**src/rtl/hex_entry.sv**
```systemverilog
// hex_entry: four-button hexadecimal value editor with a cursor and a
// valid/ready commit port. Buttons: [0] inc, [1] dec, [2] cursor, [3] commit.
// Optional build macro HEX_ENTRY_REPEAT_EN enables auto-repeat of inc/dec
// while held; without it every action needs a distinct press.
module hex_entry #(
  parameter logic [23:0] REPEAT_DELAY = 24'd12_000_000,
  parameter logic [23:0] REPEAT_RATE  = 24'd3_000_000
) (
  input  logic        clk,
  input  logic        rst,
  input  logic [3:0]  btn,
  output logic [15:0] value,
  output logic [1:0]  cursor,
  output logic [15:0] out_data,
  output logic        out_valid,
  input  logic        out_ready
);

  typedef enum logic [1:0] {
    ST_IDLE   = 2'd0,
    ST_HOLD   = 2'd1,
    ST_REPEAT = 2'd2
  } state_e;

  localparam logic [23:0] CNT_SAT = 24'hFF_FFFF;

  // Reject parameter values that would make the repeat timing meaningless.
  if (REPEAT_DELAY < 24'd2) begin : g_bad_delay
    $error("hex_entry: REPEAT_DELAY must be at least 2");
  end
  if (REPEAT_RATE < 24'd1) begin : g_bad_rate
    $error("hex_entry: REPEAT_RATE must be at least 1");
  end

  // Lowest set bit wins when several buttons go down in the same cycle.
  function automatic logic [1:0] lowest_index(input logic [3:0] p);
    logic [1:0] idx;
    if (p[0]) begin
      idx = 2'd0;
    end else if (p[1]) begin
      idx = 2'd1;
    end else if (p[2]) begin
      idx = 2'd2;
    end else begin
      idx = 2'd3;
    end
    return idx;
  endfunction

  logic [3:0]  btn_q;
  logic [15:0] value_q, value_d;
  logic [1:0]  cursor_q, cursor_d;
  logic [15:0] out_data_q, out_data_d;
  logic        out_valid_q, out_valid_d;
  state_e      state_q, state_d;
  logic [1:0]  trk_q, trk_d;
  logic [23:0] cnt_q, cnt_d;

  logic [3:0]  press_s;
  logic        act_s;
  logic [1:0]  act_idx_s;
  logic [3:0]  nib_s;

  assign press_s = btn & ~btn_q;
  assign nib_s   = value_q[{cursor_q, 2'b00} +: 4];

  // Tracking FSM: accepts one press at a time and schedules repeat steps.
  always_comb begin
    state_d   = state_q;
    trk_d     = trk_q;
    cnt_d     = cnt_q;
    act_s     = 1'b0;
    act_idx_s = trk_q;
    case (state_q)
      ST_IDLE: begin
        cnt_d = 24'd0;
        if (press_s != 4'b0000) begin
          act_s     = 1'b1;
          act_idx_s = lowest_index(press_s);
          trk_d     = lowest_index(press_s);
          state_d   = ST_HOLD;
        end else begin
          state_d = ST_IDLE;
        end
      end
      ST_HOLD: begin
        if (!btn[trk_q]) begin
          state_d = ST_IDLE;
          cnt_d   = 24'd0;
`ifdef HEX_ENTRY_REPEAT_EN
        end else if ((trk_q[1] == 1'b0) && (cnt_q == REPEAT_DELAY - 24'd1)) begin
          // Only inc/dec (indices 0 and 1) ever auto-repeat.
          act_s   = 1'b1;
          cnt_d   = 24'd0;
          state_d = ST_REPEAT;
`endif
        end else if (cnt_q != CNT_SAT) begin
          cnt_d = cnt_q + 24'd1;
        end else begin
          cnt_d = cnt_q;
        end
      end
      ST_REPEAT: begin
`ifdef HEX_ENTRY_REPEAT_EN
        if (!btn[trk_q]) begin
          state_d = ST_IDLE;
          cnt_d   = 24'd0;
        end else if (cnt_q == REPEAT_RATE - 24'd1) begin
          act_s = 1'b1;
          cnt_d = 24'd0;
        end else begin
          cnt_d = cnt_q + 24'd1;
        end
`else
        // Unreachable without auto-repeat; fall back to a safe state.
        state_d = ST_IDLE;
        cnt_d   = 24'd0;
`endif
      end
      default: begin
        state_d = ST_IDLE;
        cnt_d   = 24'd0;
      end
    endcase
  end

  // Datapath: apply the selected action and run the commit handshake.
  always_comb begin
    value_d     = value_q;
    cursor_d    = cursor_q;
    out_data_d  = out_data_q;
    // A transfer retires the pending word; commits below still see the old flag.
    out_valid_d = out_valid_q & ~out_ready;
    if (act_s) begin
      case (act_idx_s)
        2'd0: value_d[{cursor_q, 2'b00} +: 4] = nib_s + 4'd1;
        2'd1: value_d[{cursor_q, 2'b00} +: 4] = nib_s - 4'd1;
        2'd2: cursor_d = cursor_q + 2'd1;
        2'd3: begin
          if (!out_valid_q) begin
            out_data_d  = value_q;
            out_valid_d = 1'b1;
          end else begin
            out_data_d = out_data_q;
          end
        end
        default: value_d = value_q;
      endcase
    end else begin
      value_d = value_q;
    end
  end

  // State registers with synchronous active-low reset.
  always_ff @(posedge clk) begin
    if (!rst) begin
      btn_q       <= 4'b1111;
      value_q     <= 16'h0000;
      cursor_q    <= 2'd0;
      out_data_q  <= 16'h0000;
      out_valid_q <= 1'b0;
      state_q     <= ST_IDLE;
      trk_q       <= 2'd0;
      cnt_q       <= 24'd0;
    end else begin
      btn_q       <= btn;
      value_q     <= value_d;
      cursor_q    <= cursor_d;
      out_data_q  <= out_data_d;
      out_valid_q <= out_valid_d;
      state_q     <= state_d;
      trk_q       <= trk_d;
      cnt_q       <= cnt_d;
    end
  end

  assign value     = value_q;
  assign cursor    = cursor_q;
  assign out_data  = out_data_q;
  assign out_valid = out_valid_q;

endmodule

```
**config.mk**
```make
export PLATFORM = sky130hd
export DESIGN_NAME = hex_entry
export DESIGN_NICKNAME = d
export VERILOG_FILES = /design/src/rtl/hex_entry.sv
export SDC_FILE = /design/constraint.sdc
export NUM_CORES = 1
export LEC_CHECK = 0
export CAP_MARGIN = 20
export CORE_MARGIN = 1.5
export CORE_UTILIZATION = 49
export CTS_CLUSTER_DIAMETER = 40
export CTS_CLUSTER_SIZE = 28
export DETAILED_ROUTE_END_ITERATION = 7
export DONT_BUFFER_PORTS = 1
export PLACE_DENSITY_LB_ADDON = 0.15
export SLEW_MARGIN = 25
export SYNTH_ARGS = -nofsm -noshare
export SYNTH_HDL_FRONTEND = slang
export SYNTH_SLANG_ARGS = --single-unit
```
**constraint.sdc**
```tcl
create_clock -name clk -period 2.2 [get_ports clk]
set_input_delay 0.55 -clock clk [delete_from_list [all_inputs] [get_ports clk]]
set_output_delay 0.55 -clock clk [all_outputs]
set_load 0.005 [all_outputs]
```
Yosys cells after proc, flatten, opt, wreduce, memory -nomap -nowiden:

Index checks and enable logic that the tools add are counted.
Widths: inputs -> output; s select.

* $add $sub $neg: 4
* magnitude comparators: 1
* eq/ne operators: 5
* shift operators: 4
* muxes and demuxes: 18
* bitwise operators: 5
* reduce and logical (&&, ||, !) cells: 7

Operators with widths (number)
* $bwmux 16: 2
* $pmux 16 s2: 1
* $shiftx 4x6->16: 2
* $shift 4x6->16 const A: 1
* $shiftx 16x5->4: 1
* $mux 2: 5
* $mux 1: 8
* $neg 4->6: 1
* $add 4x1->4 const B: 1
* $and 4x4->4: 1
* $eq 2x1->1 const B: 2
* $eq 2x2->1 const B: 2
* $logic_not 2->1: 2
* $not 4->4: 1
* $pmux 2 s2: 1
* $reduce_and 2->1: 2
* $reduce_bool 4->1: 1
* $sub 4x1->4 const B: 1
* $lt 2x3->1 const B: 1
* $reduce_and 3->1: 1
* $add 2x1->2 const B: 1
* $bmux 1 s2: 1
* $ne 2x2->1 const B: 1
* $not 1->1: 2
* 2 further kinds: 2

* bits in registers: 43
* bits of input ports: 7
* logic and storage cells: 51

Logic depth before layout (Yosys ltp):

Gate-level depths: netlist of run 1.

* depth after elaboration: 10
* gate-level depth with buffers: 7
* mapped depth without buffers: 6

Worst setup path before layout of run 1:

Ideal clock, no wire load.

* path kind: reg-to-reg
* start point: register cursor_q[1], in the netlist cursor[1]
* end point: register value_q[1], in the netlist value[1]
* arrival: 1823 ps
* data required time: 2082 ps
* setup slack: 258 ps
* cell stages (with the launch flop): 8
* period minus slack after synthesis: 1942 ps
* path through: dfxtp_1 > buf_6 > mux4_2 > inv_1 > ha_1 > xor2_1 > a22oi_1 > nor2b_1

* word-level cells in the longest chain between the ends: 5
* elaborated cells on any way between the ends: 10
* those cells by class: 3 x add/sub; 4 x shift; 3 x mux

RTL lines
* start: declaration: RTL line 52 `logic [1:0] cursor_q, cursor_d;`
* start signal: assignment: RTL line 168 `cursor_q <= cursor_d;`
* $shiftx 16x5->4: RTL line 65 `assign nib_s = value_q[{cursor_q, 2'b00} +: 4];`
* $sub 4x1->4 or $add 4x1->4 (tied branches): RTL line 137, 136
* $shiftx 4x6->16 (on tied branches): RTL line 137, 136
* $bwmux 16 (on tied branches): RTL line 137, 136
* $pmux 16 s2 *: RTL line 135 `case (act_idx_s)`
* end signal: assignment: RTL line 167 `value_q <= value_d;`
* end: declaration: RTL line 51 `logic [15:0] value_q, value_d;`

Every way passes the cells marked *; elsewhere a longest branch is shown, timed or not.
A chain may end at the register's enable or synchronous reset.

Worst setup path after layout of run 1:

* start point: register cursor_q[1], in the netlist cursor[1]
* end point: register value_q[9], in the netlist value[9]

The elaborated chain is that of the path after synthesis.

==> run_results.csv, run 1 <==
group,metric,value,unit
place,dp_cells,222,
floorplan,dieHeight,65.51,microns
synthesis,ys_top_cells_by_area,"dfxtp_1, mux2i_1, nor2b_1",
timing,setup_viol,0,
synthesis,yosysTopAreaCellShare,0.4392,
worst_setup_path,crit_path_max_fanout,5,
final_layout,num_antenna_cells,0,
clock_network,clockBufferDepth,2,
clock_network,clk_latency,290,ps
hold_path,whs_path_depth,1,
place,dp_hpwl,2.724,mm
worst_setup_path,arrival,2220,ps
timing,slew_headroom,0.6731,
worst_setup_path,worstRegToRegCells,6,
power,leakage,0.8278,nW
synthesis,yosysTopAreaCell,"dfxtp_1",
worst_setup_path,worstReg2RegStart,"cursor[1]$_SDFFE_PN0P_",
routing,drt-initial-drc-count,39,
routing,route.vias.total,1314,
synthesis,syn_area,0.001914,sq mm
timing,postLayoutSetupSlackWorst,152.2,ps
synthesis,synth.yosys.seq_area_share,0.4392,
clock_network,cts-htree-levels,2,
synthesis,synth_edf_count,0,
floorplan,die_area,0.004291,sq mm
worst_setup_path,max_stage_delay,590,ps
timing,setup_tns,0,ps
synthesis,synthFlopType,"dfxtp_1",
synthesis,ys_seq_elements,42,
synthesis,syn-num-nets,193,
final_layout,drive_above_1_share,0.1099,
synthesis,syn_area_per_cell,10.64,sq um
global_routing,antenna_found_initial,0,
power,powerDensity,701.3,mW/mm^2
routing,routed_wl,3.790,mm
timing,timing.final.crit_period,2048,ps
final_layout,post-route-util,0.5529,
floorplan,dieWidth,65.51,microns
global_routing,grt_max_degree,48,
final_layout,nets,194,
run_status,status,"complete, no violations",
timing,hold_violations,0,
global_routing,grt_pass1_wl,6.099,mm
worst_setup_path,start_kind,"register",
synthesis,synth_cell_type_count,32,
final_layout,n_fill_cell,339,
worst_setup_path,cp_slowest_cell,"mux4_2",
floorplan,core,0.003716,sq mm
routing,vias_per_cell,5.713,
floorplan,io_pins,42,
power,peakVddDrop,0.0003408,V
floorplan,initial_utilization,0.5152,
clock_network,clkTransAtPathRegs,70,ps
clock_network,post_cts.repair.setup_buffers,0,
worst_setup_path,reg2reg_slack,150,ps
clock_network,root_buffer,"clkbuf_8",
worst_setup_path,reg2reg_to,"value[9]$_SDFFE_PN0P_",
hold_path,hold_path_class,"in2reg",
synthesis,synth-async-reset-ratio,0,
global_routing,track_usage,0.1879,
clock_network,holdBufCountCts,0,
global_routing,grt_pass1_vias,1246,
timing,fmax,0.4883,GHz
clock_network,numCtsBuffers,5,
hold_path,worstHoldStart,"rst",
clock_network,cts_tree,"built",
clock_network,cts.sinks,42,
synthesis,syn_inst,180,
flow_run,maxCapViolCount,0,
final_layout,syn2layout_area_growth,7.320,%
place,dp_slack,157.6,ps
routing,drc,0,
worst_setup_path,crit_required,2380,ps
global_routing,overflow,0,
place,io_buffer_count,0,
timing,finalCritPeriodShare,0.9308,
worst_setup_path,end_kind,"register",
worst_setup_path,worstPathCellList,"mux4_2 > inv_1 > ha_1 > xor2_2 > a22oi_1 > nor2b_1",
worst_setup_path,critical_path_class,"reg2reg",
final_layout,fin_cells,230,
synthesis,synth_warnings,0,
timing,tightest_slew,490.3,ps
routing,dr.pass1.iters,4,
routing,antenna_left,0,
hold_path,hold_path_end,"btn_q[0]$_SDFF_PN1_",
place,gp_congestion,0.8677,
routing,wl_per_cell,16.48,microns
timing,rsz0062_at_grt,"no",
floorplan,row_count,22,
clock_network,cts_resized,0,
timing,drv_slew,0,
timing,finalClockSkew,5.852,ps
[worst max-delay path: cells and delay by family, from the launching register on]
| family | cells | cell delay (ps) |
|---|---|---|
| flops | 1 | 430 |
| fa+ha+maj | 1 | 290 |
| simple gates | 1 | 60 |
| mux | 1 | 590 |
| buf+inv | 1 | 150 |
| compound gates | 1 | 210 |
| xor+xnor | 1 | 220 |
[metal layers]
metal / vias to the layer above / part of all wire / global-route usage
met5: - / 0 / 0
met4: 0 / 0.0066 / 0.06250
met3: 5 / 0.064 / 0.05137
met2: 35 / 0.45 / 0.2806
met1: 631 / 0.48 / 0.2625
li1: 643 / - / -
[synth_stat cells, types with 2 or more instances]
library cell  number
buf_2              3
a22oi_1            5
nor2_1             3
ha_1               6
xnor2_1            3
inv_1              4
nor2b_1           27
a21oi_1            4
nand2_1            9
and2_1             3
a31o_2             2
mux4_2             4
a32o_1             6
dfxtp_1           42
mux2i_1           20
a21boi_0           4
and4_1             2
nor3_1             3
clkbuf_1           6
nand2b_1          10
and3_1             3
[report_power, final]
group          switching [W]  internal [W]  total, W
registers          0.0000210      0.000777  0.000798
logic              0.0000750     0.0000713  0.000146
clock network       0.000244      0.000253  0.000497
total               0.000340       0.00110   0.00144
[kinds of logic after synthesis]
logic type,count (synthesis),share of synthesized area
flip-flops,42,0.4392
buffers and inverters,14,0.03333
AND/OR/NAND/NOR,65,0.2007
adder cells (fa/ha/maj),6,0.03921
multiplexers,25,0.1654
AO/OA/AOI/OAI,24,0.1039
XOR/XNOR,4,0.01830
[registers in the layout, indices dropped and copies added, names as in the netlist, named ones only]
signal and flops:
out_data 16, value 12, btn_q 4, cursor 2, trk_q 2, out_valid 1
state_q 1
[placed cells by master, fill, tap and decap left out, types with 5 or more instances in the layout]
master	Yosys	routed
a22oi_1	5	5
a32o_1	6	6
clkbuf_8	0	6
dfxtp_1	42	42
ha_1	6	6
mux2i_1	20	20
nand2_1	9	9
nand2b_1	10	10
nor2b_1	27	27
[worst max path at each step]
stage,cells past startpoint,to,from,slack [ps]
6_report,6,value[9]$_SDFFE_PN0P_,cursor[1]$_SDFFE_PN0P_,150
5_1_grt,6,value[6]$_SDFFE_PN0P_,cursor[1]$_SDFFE_PN0P_,20
4_1_cts,6,value[1]$_SDFFE_PN0P_,cursor[1]$_SDFFE_PN0P_,140
3_5_place_dp,6,value[13]$_SDFFE_PN0P_,cursor[1]$_SDFFE_PN0P_,160
3_3_place_gp,6,value[13]$_SDFFE_PN0P_,cursor[1]$_SDFFE_PN0P_,180
2_1_floorplan,7,value[1]$_SDFFE_PN0P_,cursor[1]$_SDFFE_PN0P_,260
[per-stage QoR]
step / hold WS, ps / cell area [sq um] / power, W
after floorplan: 481.1 / 1914 / 0.0009351
after global placement: 503.1 / 1956 / 0.0009536
after detailed placement: 517.4 / 1956 / 0.0009566
after CTS: 328.7 / 2047 / 0.001454
after global routing: 325.8 / 2054 / 0.001500
final: 336.3 / 2054 / 0.001441
[area by class of cell]
| cell class | count | area [sq um] | share of cell area |
|---|---|---|---|
| clock buffer | 7 | 86.33 | 0.04202 |
| timing repair buffer | 4 | 30.03 | 0.01462 |
| inverter | 4 | 15.01 | 0.007308 |
| multi-input combinational | 124 | 1017 | 0.4951 |
| tap | 48 | 60.06 | 0.02923 |
| sequential | 42 | 840.8 | 0.4093 |
| clock inverter | 1 | 5.005 | 0.002436 |
(Power assumes the default switching activity.)
==> run 2, diff against run 1 <==
CAP_MARGIN = 5   (was 20)
RECOVER_POWER = 50   (was unset)
==> run_results.csv, run 2 (synthesized netlist as in run 1, its figures left out) <==
group,metric,value,unit
timing,slew_headroom,0.6702,
final_layout,post-route-util,0.5519,
worst_setup_path,arrival,2220,ps
floorplan,dieHeight,65.51,microns
floorplan,row_count,22,
floorplan,dieWidth,65.51,microns
place,io_buffer_count,0,
worst_setup_path,cp_slowest_cell,"mux4_2",
global_routing,track_usage,0.1879,
power,peakVddDrop,0.0003416,V
global_routing,antenna_found_initial,0,
clock_network,clk_latency,290,ps
final_layout,multi_input_area,0.001017,sq mm
place,dp_cells,222,
routing,antenna_left,0,
global_routing,grt_max_degree,48,
timing,fmax,0.4894,GHz
final_layout,syn2layout_area_growth,7.124,%
routing,route.vias.total,1314,
worst_setup_path,crit_required,2380,ps
final_layout,largest_reg_flops,16,
timing,setup_viol,0,
floorplan,die_area,0.004291,sq mm
timing,hold_violations,0,
final_layout,nets,194,
final_layout,ff_latch_area,840.8,sq um
routing,drt-initial-drc-count,37,
routing,routed_wl,3.778,mm
place,dp_hpwl,2.724,mm
routing,dr.pass1.iters,4,
clock_network,numCtsBuffers,5,
timing,finalClockSkew,6.859,ps
worst_setup_path,crit_path_max_fanout,5,
global_routing,grt_pass1_vias,1246,
global_routing,grt_pass1_wl,6.099,mm
final_layout,drive_above_1_share,0.1044,
worst_setup_path,worstPathCellList,"mux4_2 > inv_1 > ha_1 > xor2_2 > a22oi_1 > nor2b_1",
final_layout,num_antenna_cells,0,
worst_setup_path,start_kind,"register",
worst_setup_path,critical_path_class,"reg2reg",
final_layout,most-common-layout-cells,"dfxtp_1, nor2b_1, mux2i_1, nand2b_1, nand2_1",
routing,wl_per_cell,16.43,microns
final_layout,n_fill_cell,341,
timing,tightest_slew,494.7,ps
timing,drv_slew,0,
clock_network,clkTransAtPathRegs,80,ps
clock_network,cts-htree-levels,2,
worst_setup_path,crit_family,"multiplexers",
timing,rsz0062_at_grt,"no",
floorplan,core,0.003716,sq mm
timing,setup_tns,0,ps
clock_network,holdBufCountCts,0,
worst_setup_path,max_stage_delay,590,ps
flow_run,maxCapViolCount,0,
clock_network,cts.sinks,42,
floorplan,io_pins,42,
run_status,status,"complete, no violations",
clock_network,clockBufferDepth,2,
clock_network,post_cts.repair.setup_buffers,0,
place,gp_congestion,0.8677,
routing,drc,0,
power,leakage,0.8238,nW
floorplan,initial_utilization,0.5152,
worst_setup_path,crit_buf_inv,1,
worst_setup_path,end_kind,"register",
clock_network,cts_tree,"built",
hold_path,hold_path_class,"in2reg",
timing,finalCritPeriodShare,0.9289,
final_layout,fin_cells,230,
routing,vias_per_cell,5.713,
global_routing,overflow,0,
clock_network,root_buffer,"clkbuf_8",
final_layout,final_common_cell,"dfxtp_1",
timing,timing.final.crit_period,2044,ps
power,powerDensity,703.3,mW/mm^2
[run 2: changes by cell type in the layout (fill, tap and decap cells not counted), sizes merged]
cell	change
buf	-1
clkbuf	+1
[run 2: power by group]
group / internal (W) / leakage, nW / switching [W]
Sequential: 0.000777 / 0.340 / 0.0000207
Clock: 0.000253 / 0.0482 / 0.000247
Combinational: 0.0000702 / 0.435 / 0.0000751
Total: 0.00110 / 0.824 / 0.000342
[run 2: worst paths after layout]
| check | end | depth (start not counted) | slack [ps] | from |
|---|---|---|---|---|
| min | btn_q[0]$_SDFF_PN1_ | 1 | 330 | rst |
| max | value[9]$_SDFFE_PN0P_ | 6 | 160 | cursor[1]$_SDFFE_PN0P_ |
| min reg2reg | out_valid$_SDFF_PN0_ | 2 | 530 | out_valid$_SDFF_PN0_ |
| max reg2reg | value[9]$_SDFFE_PN0P_ | 6 | 160 | cursor[1]$_SDFFE_PN0P_ |
[run 2: metrics by stage]
step           area, sq um  hold WS (ps)  setup WS [ps]   power, W
6_report              2051         334.0          156.5   0.001442
5_1_grt               2051         325.8          22.64   0.001499
3_5_place_dp          1956         517.4          157.6  0.0009566
4_1_cts               2047         328.7          136.1   0.001454
2_1_floorplan         1914         481.1          258.4  0.0009351
3_3_place_gp          1956         503.1          184.2  0.0009536
[run 2: final cells by class]
cell class	count	area share
repair buffers	4	0.01281
clock buffers	7	0.04210
inverters	4	0.007322
clock inverters	1	0.002441
well taps	48	0.02929
flip-flops and latches	42	0.4100
multi-input cells	124	0.4960
[run 2: layer usage]
metal / GRT usage / wire [microns] / vias up
li1: - / - / 644
met1: 0.2625 / 1805 / 626
met2: 0.2806 / 1687 / 39
met3: 0.05137 / 257 / 5
met4: 0.06250 / 28 / 0
met5: 0 / 0 / -
[run 2: repair_timing]
action,in CTS,in global routing
endpoints found under the hold margin,0,0
endpoints found under the setup margin,0,4
resized for setup,0,1
==> run 3, diff against run 2 <==
GPL_TIMING_DRIVEN = 0   (was unset)
SETUP_SLACK_MARGIN = 0.5   (was unset)
==> run_results.csv, run 3 (synthesized netlist as in run 1, its figures left out) <==
group,metric,value,unit
hold_path,whs_path_depth,1,
worst_setup_path,start_kind,"register",
timing,tightest_slew,540.6,ps
routing,drc,0,
timing,finalCritPeriodShare,0.9046,
global_routing,grt_pass1_wl,6.734,mm
floorplan,die_area,0.004291,sq mm
worst_setup_path,critical_path_class,"reg2reg",
clock_network,cts_tree,"built",
timing,setup_viol,0,
routing,antenna_left,0,
power,peakVddDrop,0.0003544,V
timing,hold_violations,0,
clock_network,holdBufCountCts,0,
routing,routed_wl,4.249,mm
final_layout,nets,204,
worst_setup_path,arrival,2170,ps
routing,route.vias.total,1369,
floorplan,row_count,22,
final_layout,drive_above_1_share,0.2448,
floorplan,dieHeight,65.51,microns
final_layout,num_antenna_cells,0,
hold_path,hold_path_class,"in2reg",
worst_setup_path,crit_path_max_fanout,5,
worst_setup_path,reg2reg_slack,210,ps
final_layout,fin_cells,240,
routing,wl_per_cell,17.70,microns
global_routing,grt_max_degree,13,
clock_network,root_buffer,"clkbuf_8",
routing,vias_per_cell,5.704,
clock_network,clockBufferDepth,2,
worst_setup_path,end_kind,"register",
timing,slew_headroom,0.6396,
place,gp_congestion,0.8637,
timing,rsz0062_at_grt,"yes",
global_routing,antenna_found_initial,0,
global_routing,overflow,0,
final_layout,post-route-util,0.6152,
timing,fmax,0.5025,GHz
floorplan,dieWidth,65.51,microns
timing,finalClockSkew,2.869,ps
clock_network,cts.sinks,42,
final_layout,largest_reg_flops,16,
floorplan,initial_utilization,0.5152,
run_status,status,"complete, no violations",
power,powerDensity,667.1,mW/mm^2
final_layout,most-common-layout-cells,"dfxtp_1, nor2b_1, mux2i_1, nand2b_1, nand2_1",
worst_setup_path,crit_required,2380,ps
clock_network,clk_latency,290,ps
timing,setup_tns,0,ps
global_routing,track_usage,0.2098,
timing,drv_slew,0,
final_layout,final_common_cell,"dfxtp_1",
routing,drt-initial-drc-count,67,
flow_run,maxCapViolCount,0,
routing,dr.pass1.iters,4,
final_layout,syn2layout_area_growth,19.41,%
floorplan,io_pins,42,
timing,timing.final.crit_period,1990,ps
power,leakage,0.8898,nW
place,io_buffer_count,0,
worst_setup_path,worstRegToRegCells,6,
floorplan,core,0.003716,sq mm
place,dp_hpwl,3.099,mm
global_routing,grt_pass1_vias,1354,
clock_network,numCtsBuffers,5,
place,dp_cells,228,
clock_network,clkTransAtPathRegs,70,ps
final_layout,n_fill_cell,307,
clock_network,cts-htree-levels,2,
-- run 3: cell count changes in the layout (fill, tap and decap cells not counted), sizes merged --
| cell | previous run | this run |
|---|---|---|
| buf | 3 | 7 |
| clkbuf | 8 | 14 |
-- run 3: area by class of cell --
cell class | count | area, sq um | area share
multi-input combinational | 124 | 1184 | 0.5178
sequential | 42 | 844.6 | 0.3695
clock buffer | 7 | 86.33 | 0.03777
buffer | 10 | 61.31 | 0.02682
tap | 48 | 60.06 | 0.02627
timing repair buffer | 4 | 30.03 | 0.01314
inverter | 4 | 15.01 | 0.006568
clock inverter | 1 | 5.005 | 0.002189
-- run 3: final timing paths --
path                          start                     to
max          cursor[1]$_SDFFE_PN0P_  value[6]$_SDFFE_PN0P_
min                          btn[0]    btn_q[0]$_SDFF_PN1_
max reg2reg  cursor[1]$_SDFFE_PN0P_  value[6]$_SDFFE_PN0P_
min reg2reg                register               register
-- run 3: worst max-delay path: stages, from the launching register on --
cell	delay, ps
dfxtp_4	380
buf_6	120
mux4_2	600
ha_4	210
mux2i_4	200
xnor2_4	120
a32o_1	250
-- run 3: what timing repair did --
item | 4_1_cts | 5_1_grt
hold endpoints to repair | 0 | 0
pin swaps | 9 | 4
buffers inserted | 3 | 1
endpoints found under the setup margin | 16 | 26
resized for setup | 18 | 15
-- run 3: power by group --
part	internal, W	switching (W)	total, W
logic	0.000116	0.000126	0.000242
registers	0.000776	0.0000158	0.000792
clock network	0.000253	0.000238	0.000491
total	0.00114	0.000380	0.00153
-- run 3: through the flow --
step                      setup slack, ps  hold slack [ps]  total power [W]  instance area (sq um)
final                               209.9            360.7         0.001525                   2286
after global routing                127.3            340.1         0.001604                   2286
after CTS                           222.0            352.6         0.001508                   2205
after detailed placement            94.66            528.0        0.0009777                   1997
after global placement              93.44            511.4        0.0009736                   1997
after floorplan                     346.7            481.1        0.0009406                   1937
-- run 3: layer usage --
layer / vias up / track usage / part of all wire
met5: - / 0 / 0
met4: 0 / 0.05469 / 0.0082
met3: 5 / 0.08904 / 0.059
met2: 42 / 0.3304 / 0.48
met1: 662 / 0.2646 / 0.45
li1: 660 / - / -
